## src/rtl/drf_io_pkg.sv

```systemverilog
// +----------------------------------------------------------------------------+
// | drf_io_pkg : shared constants for the DRF memory-mapped I/O port block     |
// | Rev 1.0 : initial release                                                  |
// +----------------------------------------------------------------------------+
`default_nettype none

package drf_io_pkg;

  localparam int BUS_W = 8;

  typedef logic [1:0] reg_sel_t;

  localparam reg_sel_t REG_IN   = 2'd0;
  localparam reg_sel_t REG_OUT  = 2'd1;
  localparam reg_sel_t REG_TOG  = 2'd2;
  localparam reg_sel_t REG_STAT = 2'd3;

  localparam int STAT_CHG = 0;
  localparam int STAT_IE  = 1;

  function automatic logic [BUS_W-1:0] stat_byte(input logic chg, input logic ie);
    logic [BUS_W-1:0] v;
    v           = '0;
    v[STAT_CHG] = chg;
    v[STAT_IE]  = ie;
    return v;
  endfunction

endpackage

`default_nettype wire

```

## src/rtl/drf_io_channel.sv

```systemverilog
// +----------------------------------------------------------------------------+
// | drf_io_channel : one port - input synchroniser, OUT latch, CHG/IE status   |
// | Rev 1.0 : initial release                                                  |
// +----------------------------------------------------------------------------+
`default_nettype none

module drf_io_channel
  import drf_io_pkg::*;
#(
  parameter int PORT_WIDTH  = 4,
  parameter int SYNC_STAGES = 2
) (
  input  logic                  clk,
  input  logic                  rst,
  input  logic                  warm_done_i,
  input  logic                  wr_en_i,
  input  reg_sel_t              reg_sel_i,
  input  logic [PORT_WIDTH-1:0] wdata_i,
  input  logic                  stat_clr_i,
  input  logic                  stat_ie_i,
  input  logic [PORT_WIDTH-1:0] pin_i,
  output logic [PORT_WIDTH-1:0] in_o,
  output logic [PORT_WIDTH-1:0] out_o,
  output logic                  chg_o,
  output logic                  ie_o
);

  logic [PORT_WIDTH-1:0] sync_q [SYNC_STAGES];
  logic [PORT_WIDTH-1:0] prev_q;
  logic [PORT_WIDTH-1:0] out_q, out_d;
  logic                  chg_q, chg_d;
  logic                  ie_q, ie_d;
  logic                  chg_set;
  logic                  chg_clr;

  assign in_o  = sync_q[SYNC_STAGES-1];
  assign out_o = out_q;
  assign chg_o = chg_q;
  assign ie_o  = ie_q;

  always_ff @(posedge clk) begin
    if (rst) begin
      for (int i = 0; i < SYNC_STAGES; i++) sync_q[i] <= '0;
      prev_q <= '0;
    end else begin
      sync_q[0] <= pin_i;
      for (int i = 1; i < SYNC_STAGES; i++) sync_q[i] <= sync_q[i-1];
      prev_q <= sync_q[SYNC_STAGES-1];
    end
  end

  // A new change in the same cycle as a software clear keeps CHG set.
  assign chg_set = warm_done_i && (sync_q[SYNC_STAGES-1] != prev_q);
  assign chg_clr = wr_en_i && (reg_sel_i == REG_STAT) && stat_clr_i;

  always_comb begin
    out_d = out_q;
    ie_d  = ie_q;
    chg_d = chg_set | (chg_q & ~chg_clr);
    if (wr_en_i) begin
      case (reg_sel_i)
        REG_OUT:  out_d = wdata_i;
        REG_TOG:  out_d = out_q ^ wdata_i;
        REG_STAT: ie_d  = stat_ie_i;
        default:  ;
      endcase
    end
  end

  always_ff @(posedge clk) begin
    if (rst) begin
      out_q <= '0;
      chg_q <= 1'b0;
      ie_q  <= 1'b0;
    end else begin
      out_q <= out_d;
      chg_q <= chg_d;
      ie_q  <= ie_d;
    end
  end

endmodule

`default_nettype wire

```

## src/rtl/drf_io_ports.sv

```systemverilog
// +----------------------------------------------------------------------------+
// | drf_io_ports : NUM_PORTS memory-mapped I/O ports on the 8-bit DRF bus      |
// | Rev 1.0 : initial release                                                  |
// +----------------------------------------------------------------------------+
`default_nettype none

module drf_io_ports
  import drf_io_pkg::*;
#(
  parameter int         NUM_PORTS   = 4,
  parameter int         PORT_WIDTH  = 4,
  parameter int         SYNC_STAGES = 2,
  parameter logic [7:0] BASE_ADDR   = 8'hF0
) (
  input  logic                            clk,
  input  logic                            rst,
  input  logic [7:0]                      in_addr,
  input  logic [7:0]                      in_data,
  input  logic                            in_write_en,
  input  logic                            in_read_en,
  output logic [7:0]                      out_data,
  output logic                            out_data_valid,
  output logic                            out_hit,
  input  logic [NUM_PORTS*PORT_WIDTH-1:0] in_port,
  output logic [NUM_PORTS*PORT_WIDTH-1:0] out_port,
  output logic                            out_irq
);

  localparam int         WIN_END   = int'(BASE_ADDR) + 4 * NUM_PORTS;
  localparam logic [8:0] WIN_END_9 = 9'(WIN_END);
  localparam logic [2:0] WARM_LAST = 3'(SYNC_STAGES + 1);

  logic [7:0]            offset;
  logic [5:0]            port_idx;
  reg_sel_t              reg_sel;
  logic                  wr_acc;
  logic                  rd_acc;
  logic                  warm_done;
  logic [2:0]            warm_q, warm_d;
  logic [7:0]            rd_val;
  logic [7:0]            data_q;
  logic                  valid_q;
  logic                  irq_q;
  logic [NUM_PORTS-1:0]  chg_vec;
  logic [NUM_PORTS-1:0]  ie_vec;
  logic [PORT_WIDTH-1:0] in_val  [NUM_PORTS];
  logic [PORT_WIDTH-1:0] out_val [NUM_PORTS];

  assign offset   = in_addr - BASE_ADDR;
  assign port_idx = offset[7:2];
  assign reg_sel  = offset[1:0];
  assign out_hit  = ({1'b0, in_addr} >= {1'b0, BASE_ADDR}) && ({1'b0, in_addr} < WIN_END_9);

  // A simultaneous write wins; the read is dropped.
  assign wr_acc = out_hit && in_write_en;
  assign rd_acc = out_hit && in_read_en && !in_write_en;

  // Masks the reset-value to first-sample transition on every port.
  assign warm_done = (warm_q == WARM_LAST);
  assign warm_d    = warm_done ? warm_q : warm_q + 3'd1;

  always_ff @(posedge clk) begin
    if (rst) warm_q <= '0;
    else     warm_q <= warm_d;
  end

  for (genvar p = 0; p < NUM_PORTS; p++) begin : g_port
    drf_io_channel #(
      .PORT_WIDTH  (PORT_WIDTH),
      .SYNC_STAGES (SYNC_STAGES)
    ) u_channel (
      .clk         (clk),
      .rst         (rst),
      .warm_done_i (warm_done),
      .wr_en_i     (wr_acc && (port_idx == 6'(p))),
      .reg_sel_i   (reg_sel),
      .wdata_i     (in_data[PORT_WIDTH-1:0]),
      .stat_clr_i  (in_data[STAT_CHG]),
      .stat_ie_i   (in_data[STAT_IE]),
      .pin_i       (in_port[p*PORT_WIDTH +: PORT_WIDTH]),
      .in_o        (in_val[p]),
      .out_o       (out_val[p]),
      .chg_o       (chg_vec[p]),
      .ie_o        (ie_vec[p])
    );
    assign out_port[p*PORT_WIDTH +: PORT_WIDTH] = out_val[p];
  end

  always_comb begin
    rd_val = '0;
    for (int p = 0; p < NUM_PORTS; p++) begin
      if (port_idx == 6'(p)) begin
        case (reg_sel)
          REG_IN:   rd_val[PORT_WIDTH-1:0] = in_val[p];
          REG_OUT:  rd_val[PORT_WIDTH-1:0] = out_val[p];
          REG_STAT: rd_val = stat_byte(chg_vec[p], ie_vec[p]);
          default:  rd_val = '0;
        endcase
      end
    end
  end

  always_ff @(posedge clk) begin
    if (rst) begin
      data_q  <= '0;
      valid_q <= 1'b0;
      irq_q   <= 1'b0;
    end else begin
      valid_q <= rd_acc;
      if (rd_acc) data_q <= rd_val;
      irq_q <= |(chg_vec & ie_vec);
    end
  end

  assign out_data       = data_q;
  assign out_data_valid = valid_q;
  assign out_irq        = irq_q;

endmodule

`default_nettype wire
```

## config.mk

```make
export PLATFORM = sky130hd
export DESIGN_NAME = drf_io_ports
export DESIGN_NICKNAME = d
export VERILOG_FILES = /design/src/rtl/drf_io_pkg.sv /design/src/rtl/drf_io_channel.sv /design/src/rtl/drf_io_ports.sv
export SDC_FILE = /design/constraint.sdc
export NUM_CORES = 1
export LEC_CHECK = 0
export ABC_AREA = 0
export BUFFER_PORTS_ARGS = -buffer_cell sky130_fd_sc_hd__buf_2
export CAP_MARGIN = 20
export CORE_MARGIN = 1.5
export CORE_UTILIZATION = 37
export DETAILED_ROUTE_END_ITERATION = 8
export PLACE_DENSITY_LB_ADDON = 0.1
export SETUP_SLACK_MARGIN = 0.15
export SLEW_MARGIN = 10
export SYNTH_ARGS = -nofsm -noshare
export SYNTH_HDL_FRONTEND = slang
export SYNTH_SLANG_ARGS = --single-unit
```

## constraint.sdc

```tcl
create_clock -name clk -period 3.3 [get_ports clk]
set_input_delay 0.66 -clock clk [delete_from_list [all_inputs] [get_ports clk]]
set_output_delay 0.66 -clock clk [all_outputs]
set_load 0.02 [all_outputs]
```

After elaboration in Yosys (flattened, before gate mapping). Memories as Yosys holds them, arrays and structs flattened. Index checks and enable logic that the tools add are counted.

Memories: 4. Bits of input ports: 36. Register bits after elaboration: 53. Logic and storage cells: 122. Bits in writable memories: 32. Output and inout port bits: 27.

Memories: g_port[0].u_channel.sync_q (depth 2, bits a word 4, rd ports 2, clocked after memory_dff 0, wr ports 2, RTL line drf_io_channel.sv:28) `logic [PORT_WIDTH-1:0] sync_q [SYNC_STAGES];`; g_port[1].u_channel.sync_q (depth 2, bits a word 4, rd ports 2, clocked after memory_dff 0, wr ports 2, RTL line drf_io_channel.sv:28); g_port[2].u_channel.sync_q (depth 2, bits a word 4, rd ports 2, clocked after memory_dff 0, wr ports 2, RTL line drf_io_channel.sv:28); g_port[3].u_channel.sync_q (depth 2, bits a word 4, rd ports 2, clocked after memory_dff 0, wr ports 2, RTL line drf_io_channel.sv:28).

Bitwise logic cells: 25. Order comparisons: 1. Muxes and demuxes: 26. Eq/ne operators: 11. Add/subtract/negate cells: 2. Reductions and logical operators: 33.

Operator list (number): 4-bit two-way mux (12); 4-bit one-hot mux with 3 select lines (4); 4-bit one-hot mux with 2 select lines (4); 8-bit two-way mux (3); 1-bit logical AND (19); 4-bit != test (4); 2-bit AND reduction (8); 4-bit bitwise XOR (4); 6-bit by 2-bit equality test with 1-bit output (second input constant) (2); 1-bit OR (12); 8-bit >= comparator (second input constant) (1); 8-bit subtractor (second input constant) (1); 6-bit by 1-bit equality test with 1-bit output (second input constant) (1); 6-bit logical NOT (1); 1-bit bitwise AND (4); 4-bit bitwise AND (1); 2-bit equality test (second input constant) (2); 1-bit NOT (4); 4-bit OR reduction (1); 3-bit by 1-bit adder with 3-bit output (second input constant) (1); 3-bit by 2-bit equality test with 1-bit output (second input constant) (1); 1-bit two-way mux (3); 2-bit by 1-bit equality test with 1-bit output (second input constant) (1); 2-bit logical NOT (1); 3 further kinds (3).

Depth between registers and ports, before layout. Gate-level depths: netlist of run 1.

Word-level depth: 9. Depth in mapped cells: 8. Mapped depth without buffers: 6.

By module. Synthesis of run 1 repeated with hierarchy kept, for this count alone.

Cell total of the unflattened synthesis: 396. Area total of the unflattened synthesis: 3687.3 µm².

Modules (own cells, without submodules): drf_io_channel (cells an instance 75, area each 720.7 µm², times used 4, sequential area each 360.3 µm²); drf_io_ports (cells an instance 96, area each 804.5 µm², times used 1, sequential area each 180.2 µm²).

Worst setup path before layout of run 1. No wires, ideal clock.

Path kind: in2reg. Start: input in_addr[0]. End: register data_q[3] (netlist: out_data[3]). Required time: 3169 ps. Setup slack: 1330 ps. Path buffers: 2. Arrival time: 1838 ps. Stages: 8. Library setup time: 131 ps. Cells stage by stage: inv_1 > ha_1 > clkbuf_1 > buf_2 > a221oi_1 > a21oi_1 > a221oi_1 > nor3_1.

Cells in the longest elaborated chain, start to end: 7. Elaborated cells between the ends (all ways): 19. Classes of those cells: 1 x add/sub; 1 x order compare; 5 x eq/ne; 8 x mux; 4 x reduce/logical.

Ends and longest elaborated chain: start: declaration (RTL line drf_io_ports.sv:17) `input logic [7:0] in_addr,`; 8-bit subtractor (RTL line drf_io_ports.sv:49) `assign offset = in_addr - BASE_ADDR;`; 2-bit equality test (tied with other cells) (RTL line drf_io_ports.sv:93) `case (reg_sel)`; 4-bit one-hot mux with 3 select lines (RTL line drf_io_ports.sv:93); 4-bit two-way mux (RTL line drf_io_ports.sv:92) `if (port_idx == 6'(p)) begin`; 8-bit two-way mux (3 in a row) (RTL line drf_io_ports.sv:92); end signal: assignment (RTL line drf_io_ports.sv:110) `if (rd_acc) data_q <= rd_val;`; end: declaration (RTL line drf_io_ports.sv:41) `logic [7:0] data_q;`.

Several ways; a longest one is shown, not always the timed one. A chain may end at the register's enable or synchronous reset.

Worst setup path after layout of run 1.
Start: input in_addr[5]. End: output out_hit.

Cells in the longest elaborated chain, start to end: 1.

Ends and longest elaborated chain: 8-bit >= comparator (RTL line drf_io_ports.sv:52) `assign out_hit = ({1'b0, in_addr} >= {1'b0, BASE_ADDR}) && ({1'b0, in_addr} < WIN_END_9);`; end: declaration (RTL line drf_io_ports.sv:23) `output logic out_hit,`.

Every way passes these cells.

==> results of run 1 <==
[sequential cells by signal (all words and copies together), names as in the netlist]
name	cells
g_port.u_channel.sync_q	32
g_port.u_channel.out_o	16
g_port.u_channel.ie_o	4
warm_q	3
out_data_valid	1
g_port.u_channel.prev_q	16
g_port.u_channel.chg_o	4
out_irq	1
out_data	4
[area by class of cell]
cell class              count  area [um^2]
well taps                 108          135
repair buffers             57          293
clock buffers              10          128
multi-input cells         226         1590
clock inverters             5         31.3
flip-flops and latches     81         1620
inverters                   6         22.5
fillers                   855         4900
[power by group through the flow]
stage / registers, mW / logic (mW) / clock network, mW
3_5_place_dp: 1.06 / 0.160 / 0
3_3_place_gp: 1.06 / 0.158 / 0
4_1_cts: 1.03 / 0.161 / 0.629
2_1_floorplan: 1.05 / 0.114 / 0
5_1_grt: 1.04 / 0.179 / 0.683
6_report: 1.03 / 0.162 / 0.608
[Yosys cell counts, drive strengths merged (2+ instances only)]
| library cell | number | area [um^2] |
|---|---|---|
| buf | 10 | 65.1 |
| or3b | 3 | 26.3 |
| nand3b | 4 | 30.0 |
| inv | 6 | 22.5 |
| a211o | 2 | 17.5 |
| a31oi | 3 | 18.8 |
| and3 | 3 | 18.8 |
| a21oi | 14 | 70.1 |
| nor3 | 4 | 20.0 |
| mux2 | 12 | 135 |
| ha | 7 | 87.6 |
| o21ai | 22 | 110 |
| o41ai | 4 | 35.0 |
| nand2b | 4 | 25.0 |
| a22oi | 8 | 60.1 |
| o221ai | 2 | 17.5 |
| a22o | 2 | 17.5 |
| a222oi | 2 | 20.0 |
| nor2 | 9 | 33.8 |
| nand4 | 4 | 25.0 |
| nor2b | 56 | 350 |
| dfxtp | 81 | 1620 |
| xor2 | 17 | 149 |
| clkbuf | 14 | 52.6 |
| nand3 | 5 | 30.0 |
| o22ai | 12 | 75.1 |
| a2111oi | 2 | 17.5 |
| a211oi | 2 | 15.0 |
| a221oi | 10 | 87.6 |
| mux2i | 5 | 50.1 |
[worst max path at each step]
stage	depth (start not counted)	endpoint	from
after floorplan	8	out_data[3]	in_addr[0]
after global placement	6	out_data[0]	in_addr[0]
after detailed placement	6	out_data[0]	in_addr[0]
after CTS	4	out_hit	in_addr[5]
after global routing	6	out_data[0]	in_addr[0]
final	4	out_hit	in_addr[5]
[worst max-delay path: stages]
cell and delay [ns]:
buf_2 0.10, nand4_1 0.15, inv_1 0.30, buf_2 0.23
[routing by layer]
metal  global-route usage  part of all wire  vias to the layer above
met5                    0                 0                        -
met4               0.0747             0.021                        0
met3               0.0372             0.043                       12
met2                0.238              0.44                       68
met1                0.215              0.50                     1199
li1                     -                 -                     1281
[cells by family (layout without fill, tap and decap cells)]
kind of cell	Yosys count	after routing	synth area share
AO/OA/AOI/OAI	86	86	0.171
XOR/XNOR	17	17	0.0446
adder cells (fa/ha/maj)	7	7	0.0262
buffers and inverters	30	78	0.0420
flip-flops	81	81	0.486
multiplexers	17	17	0.0555
other	1	4	0.00112
AND/OR/NAND/NOR	95	95	0.174
[per-stage QoR]
step,worst slack (ns),std cells,total power [mW],hold slack [ns]
6_report,1.20,493,1.80,0.439
5_1_grt,1.13,493,1.90,0.457
4_1_cts,1.20,493,1.82,0.439
2_1_floorplan,1.33,337,1.17,0.414
3_3_place_gp,1.01,478,1.21,0.420
3_5_place_dp,0.977,478,1.22,0.422
==> key figures, run 1 <==
Outcome
  • Status: finished clean

Power
  • Max VDD drop: 256 uV
  • Net Switching: 0.454 mW
  • Sw Share: 0.252
  • Clock power share: 0.337
  • Seq pwr share: 0.573
  • Comb pwr share: 0.090
  • P_leak: 1.59 nW
  • Internal power: 1.35 mW
  • PD cells: 472 nW/um^2

Timing
  • Setup TNS: 0 ns
  • Max-slew violation count: 0
  • Final setup fails: 0
  • Min Tclk post-route: 2.10 ns
  • Clk_skew: 0.0109 ns
  • Slew HR: 0.411
  • Worst-Margin Slew: 0.883 ns
  • Unrepaired setup endpoints after global routing: false
  • F_max: 475 MHz
  • Period utilisation layout: 0.637
  • Hold Violations, Final: 0

Die
  • Number of I/O pins: 63
  • Chip width: 98 um
  • Rows: 34
  • Die Y: 98 um
  • Starting Density: 0.383
  • Core Box Area: 8720 um^2
  • Die ar.: 9600 um^2

Clocking
  • Setup bufs post-CTS: 0
  • TritonCTS buffer count: 9
  • Worst-path clk slew: 0.08 ns
  • CTS H-Tree Depth: 3
  • Worst-Skew Late Latency: 0.34 ns
  • Clk sinks: 81
  • Cts repair resizes: 0
  • CTS tree: done
  • CTS Root Cell: clkbuf_8
  • Hold Buf Count CTS: 0
  • CTS Buffer Depth: 2

Global route
  • First-pass GRT wire length: 12.0 mm
  • Antenna violations before repair: 0
  • Largest net degree at the start of global routing: 48
  • Total gr overflow: 0
  • GRT Resource Usage Total: 0.159
  • Vias in the first global route: 2325

Worst setup path
  • Crit Path Category: in -> out
  • Required time of the critical path: 2.64 ns
  • Reg2Reg Setup Slack: 1.93 ns
  • Reg2reg path depth: 4
  • Startpoint types: input port
  • Critical Path AT: 1.44 ns
  • Reg2reg end: out_data[3]
  • Max FO, Critical Path: 11
  • Worst reg2reg path startpoint: g_port[0].u_channel.sync_q[0][7]
  • Crit end category: output pin

Cells and area
  • Layout cells sized above 1: 0.221
  • Nets: 424
  • Most common cell after layout, fill and taps aside: dfxtp_1
  • Final Util: 0.438
  • Most frequent cells in the layout: 81 x dfxtp_1, 56 x nor2b_1, 54 x buf_2, 22 x o21ai_0, 17 x xor2_1
  • Final non-filler cell area: 3820 um^2
  • ANT cells: 0
  • Syn-to-layout area delta: 14.4%

Detailed routing
  • Routed len/inst: 15.2 um
  • First DRT Iteration DRCs: 127
  • Via density: 5.19
  • Post-route ant nets: 0
  • # DRC: 0
  • DR vias: 2560
  • WL final: 7.50 mm
  • Drt first pass iters: 4

Yosys
  • Post-synth EDFFs: 0
  • Synth Flop Type: dfxtp_1
  • Fraction of registers with async set/reset: 0
  • Register area share after synthesis: 0.486
  • Distinct cells, synth: 37
  • Yosys reg bits: 81
  • Cells after synthesis: 334
  • Synth Warn #: 0
  • Syn_area_per_cell: 10.0 um^2
  • Mapped Area: 3340 um^2

Placed design
  • Port Buffers: 54
  • Hpwl dp: 5.23 mm
  • Cell Area, Placed: 3660 um^2
  • Gpl congestion: 0.848

Worst hold path
  • HP Class: reg -> reg
  • Hold path startpoint: g_port[1].u_channel.sync_q[0][1]
  • Hold Path Stages: 1
  • Hold Path Sink: g_port[1].u_channel.sync_q[0][5]

Flow run
  • MaxCap Viol Count: 0
Note: power is estimated with default switching activity, not from simulation.
==> inputs of run 2 (changes only) <==
- ABC_AREA: 0 -> 1
- clock period: 3.3 -> 2.2 ns (I/O delays scaled with it)
==> key figures, run 2 <==
Timing
  • Period utilisation layout: 0.675
  • Max-slew violation count: 0
  • Final setup fails: 0
  • Post-route worst setup slack: 0.715 ns
  • Clk_skew: 0.0133 ns
  • Min Tclk post-route: 1.49 ns
  • Hold Violations, Final: 0
  • F_max: 673 MHz
  • Unrepaired setup endpoints after global routing: false
  • Worst-Margin Slew: 0.527 ns
  • Setup TNS: 0 ns
  • Slew HR: 0.649

Yosys
  • Synth area leaders: dfxtp_1 44%, nand2_1 11%, nor2_1 6.9%
  • Register area share after synthesis: 0.440
  • Post-Synth Simple-Gate Area: 0.259
  • Top cell type by total area after synthesis: dfxtp_1
  • Synth Area in Compound Gates: 0.0921
  • Mapped Area: 3680 um^2
  • Post-synth EDFFs: 0
  • Synth Warn #: 0
  • Largest family of logic cells by synthesized area: simple AND/OR/NAND/NOR gates
  • Distinct cells, synth: 32
  • Synth Area in XOR/XNOR: 0.0785
  • Fraction of registers with async set/reset: 0
  • Top cells by count, synth: 104 x nand2_1, 81 x dfxtp_1, 68 x nor2_1
  • Cells after synthesis: 500
  • Mux cell area share after synthesis: 0
  • Syn_area_per_cell: 7.37 um^2
  • Yosys reg bits: 81
  • Adder-cell area share of the yosys netlist: 0.0238
  • Count leader, synth: nand2_1
  • Synth Flop Type: dfxtp_1
  • Top-area cell type share of the netlist area: 0.440

Flow run
  • MaxCap Viol Count: 0

Power
  • Seq pwr share: 0.515
  • Sw Share: 0.238
  • Net Switching: 0.721 mW
  • Max VDD drop: 420 uV
  • Clock power share: 0.391
  • Internal power: 2.31 mW
  • PD cells: 704 nW/um^2
  • P_leak: 1.94 nW
  • Comb pwr share: 0.094

Cells and area
  • Multi-input logic area: 1690 um^2
  • Max reg flops: 32
  • Final Util: 0.442
  • Sequential cell area: 1620 um^2
  • ANT cells: 0
  • Biggest register: g_port.u_channel.sync_q
  • Nets: 592
  • FILL cells: 1075
  • Layout cells sized above 1: 0.175
  • Most common cell after layout, fill and taps aside: nand2_1
  • Post-Layout Cell Count: 686
  • Most frequent cells in the layout: 104 x nand2_1, 81 x dfxtp_1, 68 x nor2_1, 67 x inv_1, 54 x buf_2
  • Syn-to-layout area delta: 16.8%

Worst hold path
  • Hold path startpoint: in_port[1]
  • Hold Path Stages: 3
  • Hold Path Sink: g_port[0].u_channel.sync_q[0][1]
  • HP Class: in -> reg

Global route
  • M1 GR Usage: 0.216
  • Antenna violations before repair: 0
  • Vias in the first global route: 2740
  • First-pass GRT wire length: 12.9 mm
  • Total gr overflow: 0
  • GRT busiest layer: met2
  • Met3 usage: 0.0251
  • Largest net degree at the start of global routing: 26
  • GRT Resource Usage Total: 0.162
  • Met2 usage: 0.263

Die
  • Number of I/O pins: 63
  • Rows: 36
  • Core Box Area: 9730 um^2
  • Starting Density: 0.379
  • Die Y: 103 um
  • Die ar.: 10600 um^2
  • Chip width: 103 um

Worst setup path
  • WP buf/inv: 2
  • Crit end category: flip-flop
  • CP top delay family: adder cells
  • Reg2Reg Setup Slack: 0.94 ns
  • Required time of the critical path: 2.48 ns
  • Reg2reg path depth: 4
  • Critical-path cell list: buf_2, inv_1, ha_1, nand2_1, a21oi_1, nand3_1, nand3_1, nor2_1, nor2_1
  • Worst reg2reg path startpoint: warm_q[0]
  • Crit Path Category: in -> reg
  • Critical Path AT: 1.77 ns
  • Reg2reg end: g_port[0].u_channel.chg_o
  • Crit-path slowest cell: ha_1
  • Max FO, Critical Path: 16
  • Largest stage delay on the critical path: 0.48 ns
  • Startpoint types: input port

Outcome
  • Status: finished clean

Placed design
  • Place WS: 0.378 ns
  • Hpwl dp: 6.24 mm
  • Port Buffers: 54
  • Gpl congestion: 0.828
  • Placed cells: 671

Detailed routing
  • Post-route ant nets: 0
  • # DRC: 0
  • Via density: 4.50
  • DR vias: 3089
  • Routed len/inst: 11.8 um
  • WL final: 8.10 mm
  • First DRT Iteration DRCs: 97
  • Drt first pass iters: 4

Clocking
  • Worst-Skew Late Latency: 0.34 ns
  • Clk sinks: 81
  • TritonCTS buffer count: 9
  • Cts repair resizes: 0
  • CTS Root Cell: clkbuf_8
  • Worst-path clk slew: 0.08 ns
  • Hold Buf Count CTS: 0
  • Setup bufs post-CTS: 0
  • CTS tree: done
  • CTS H-Tree Depth: 3
  • CTS Buffer Depth: 2
-- run 2: cell count changes in the layout (fill, tap and decap cells not counted), moves of 23 or more --
cell,delta
nand3_1,+23
nand2_1,+103
xnor2_1,+28
nor2b_1,-56
inv_1,+61
nor2_1,+59
-- run 2: worst max-delay path by stage --
stage                     from           to  cells past startpoint  slack (ns)
finish              in_addr[1]  out_data[2]                      9        0.71
global route        in_addr[1]  out_data[0]                     11        0.50
CTS                 in_addr[5]      out_hit                      4        0.74
detailed placement  in_addr[1]  out_data[2]                      9        0.38
global placement    in_addr[1]  out_data[0]                     11        0.41
floorplan           in_addr[0]  out_data[2]                      9        0.65
-- run 2: area by class of cell --
class | count | area share
multi-input cells | 324 | 0.392
flip-flops and latches | 81 | 0.377
repair buffers | 59 | 0.0773
inverters | 74 | 0.0648
well taps | 133 | 0.0387
clock buffers | 11 | 0.0329
clock inverters | 4 | 0.0177
-- run 2: metrics by stage --
step                      power [mW]  hold WS [ns]  area [um^2]
after floorplan                 1.80         0.388         3690
after global placement          1.88         0.390         4090
after detailed placement        1.88         0.392         4090
after CTS                       3.08         0.279         4300
after global routing            3.18         0.288         4300
final                           3.03         0.294         4300
-- run 2: per-layer routing --
| layer | up-vias | share of wire |
|---|---|---|
| met4 | 0 | 0.019 |
| met1 | 1389 | 0.50 |
| li1 | 1617 | - |
| met5 | - | 0 |
| met2 | 69 | 0.45 |
| met3 | 14 | 0.034 |
-- run 2: worst reg2reg max path: stages (launching register included) --
cell and delay, ns:
dfxtp_1 0.35, ha_1 0.15, ha_1 0.31, o21ai_0 0.21, a21oi_1 0.17
-- run 2: cells by family after synthesis --
logic type	after synthesis
compound gates	63
xor+xnor	33
fa+ha+maj	7
buf+inv	98
flops	81
other cells	1
simple gates	217
-- run 2: power groups by stage --
stage,clock (mW),combinational (mW),sequential [mW]
2_1_floorplan,0,0.210,1.59
3_3_place_gp,0,0.283,1.59
3_5_place_dp,0,0.287,1.60
4_1_cts,1.22,0.289,1.56
5_1_grt,1.28,0.326,1.57
6_report,1.18,0.285,1.56
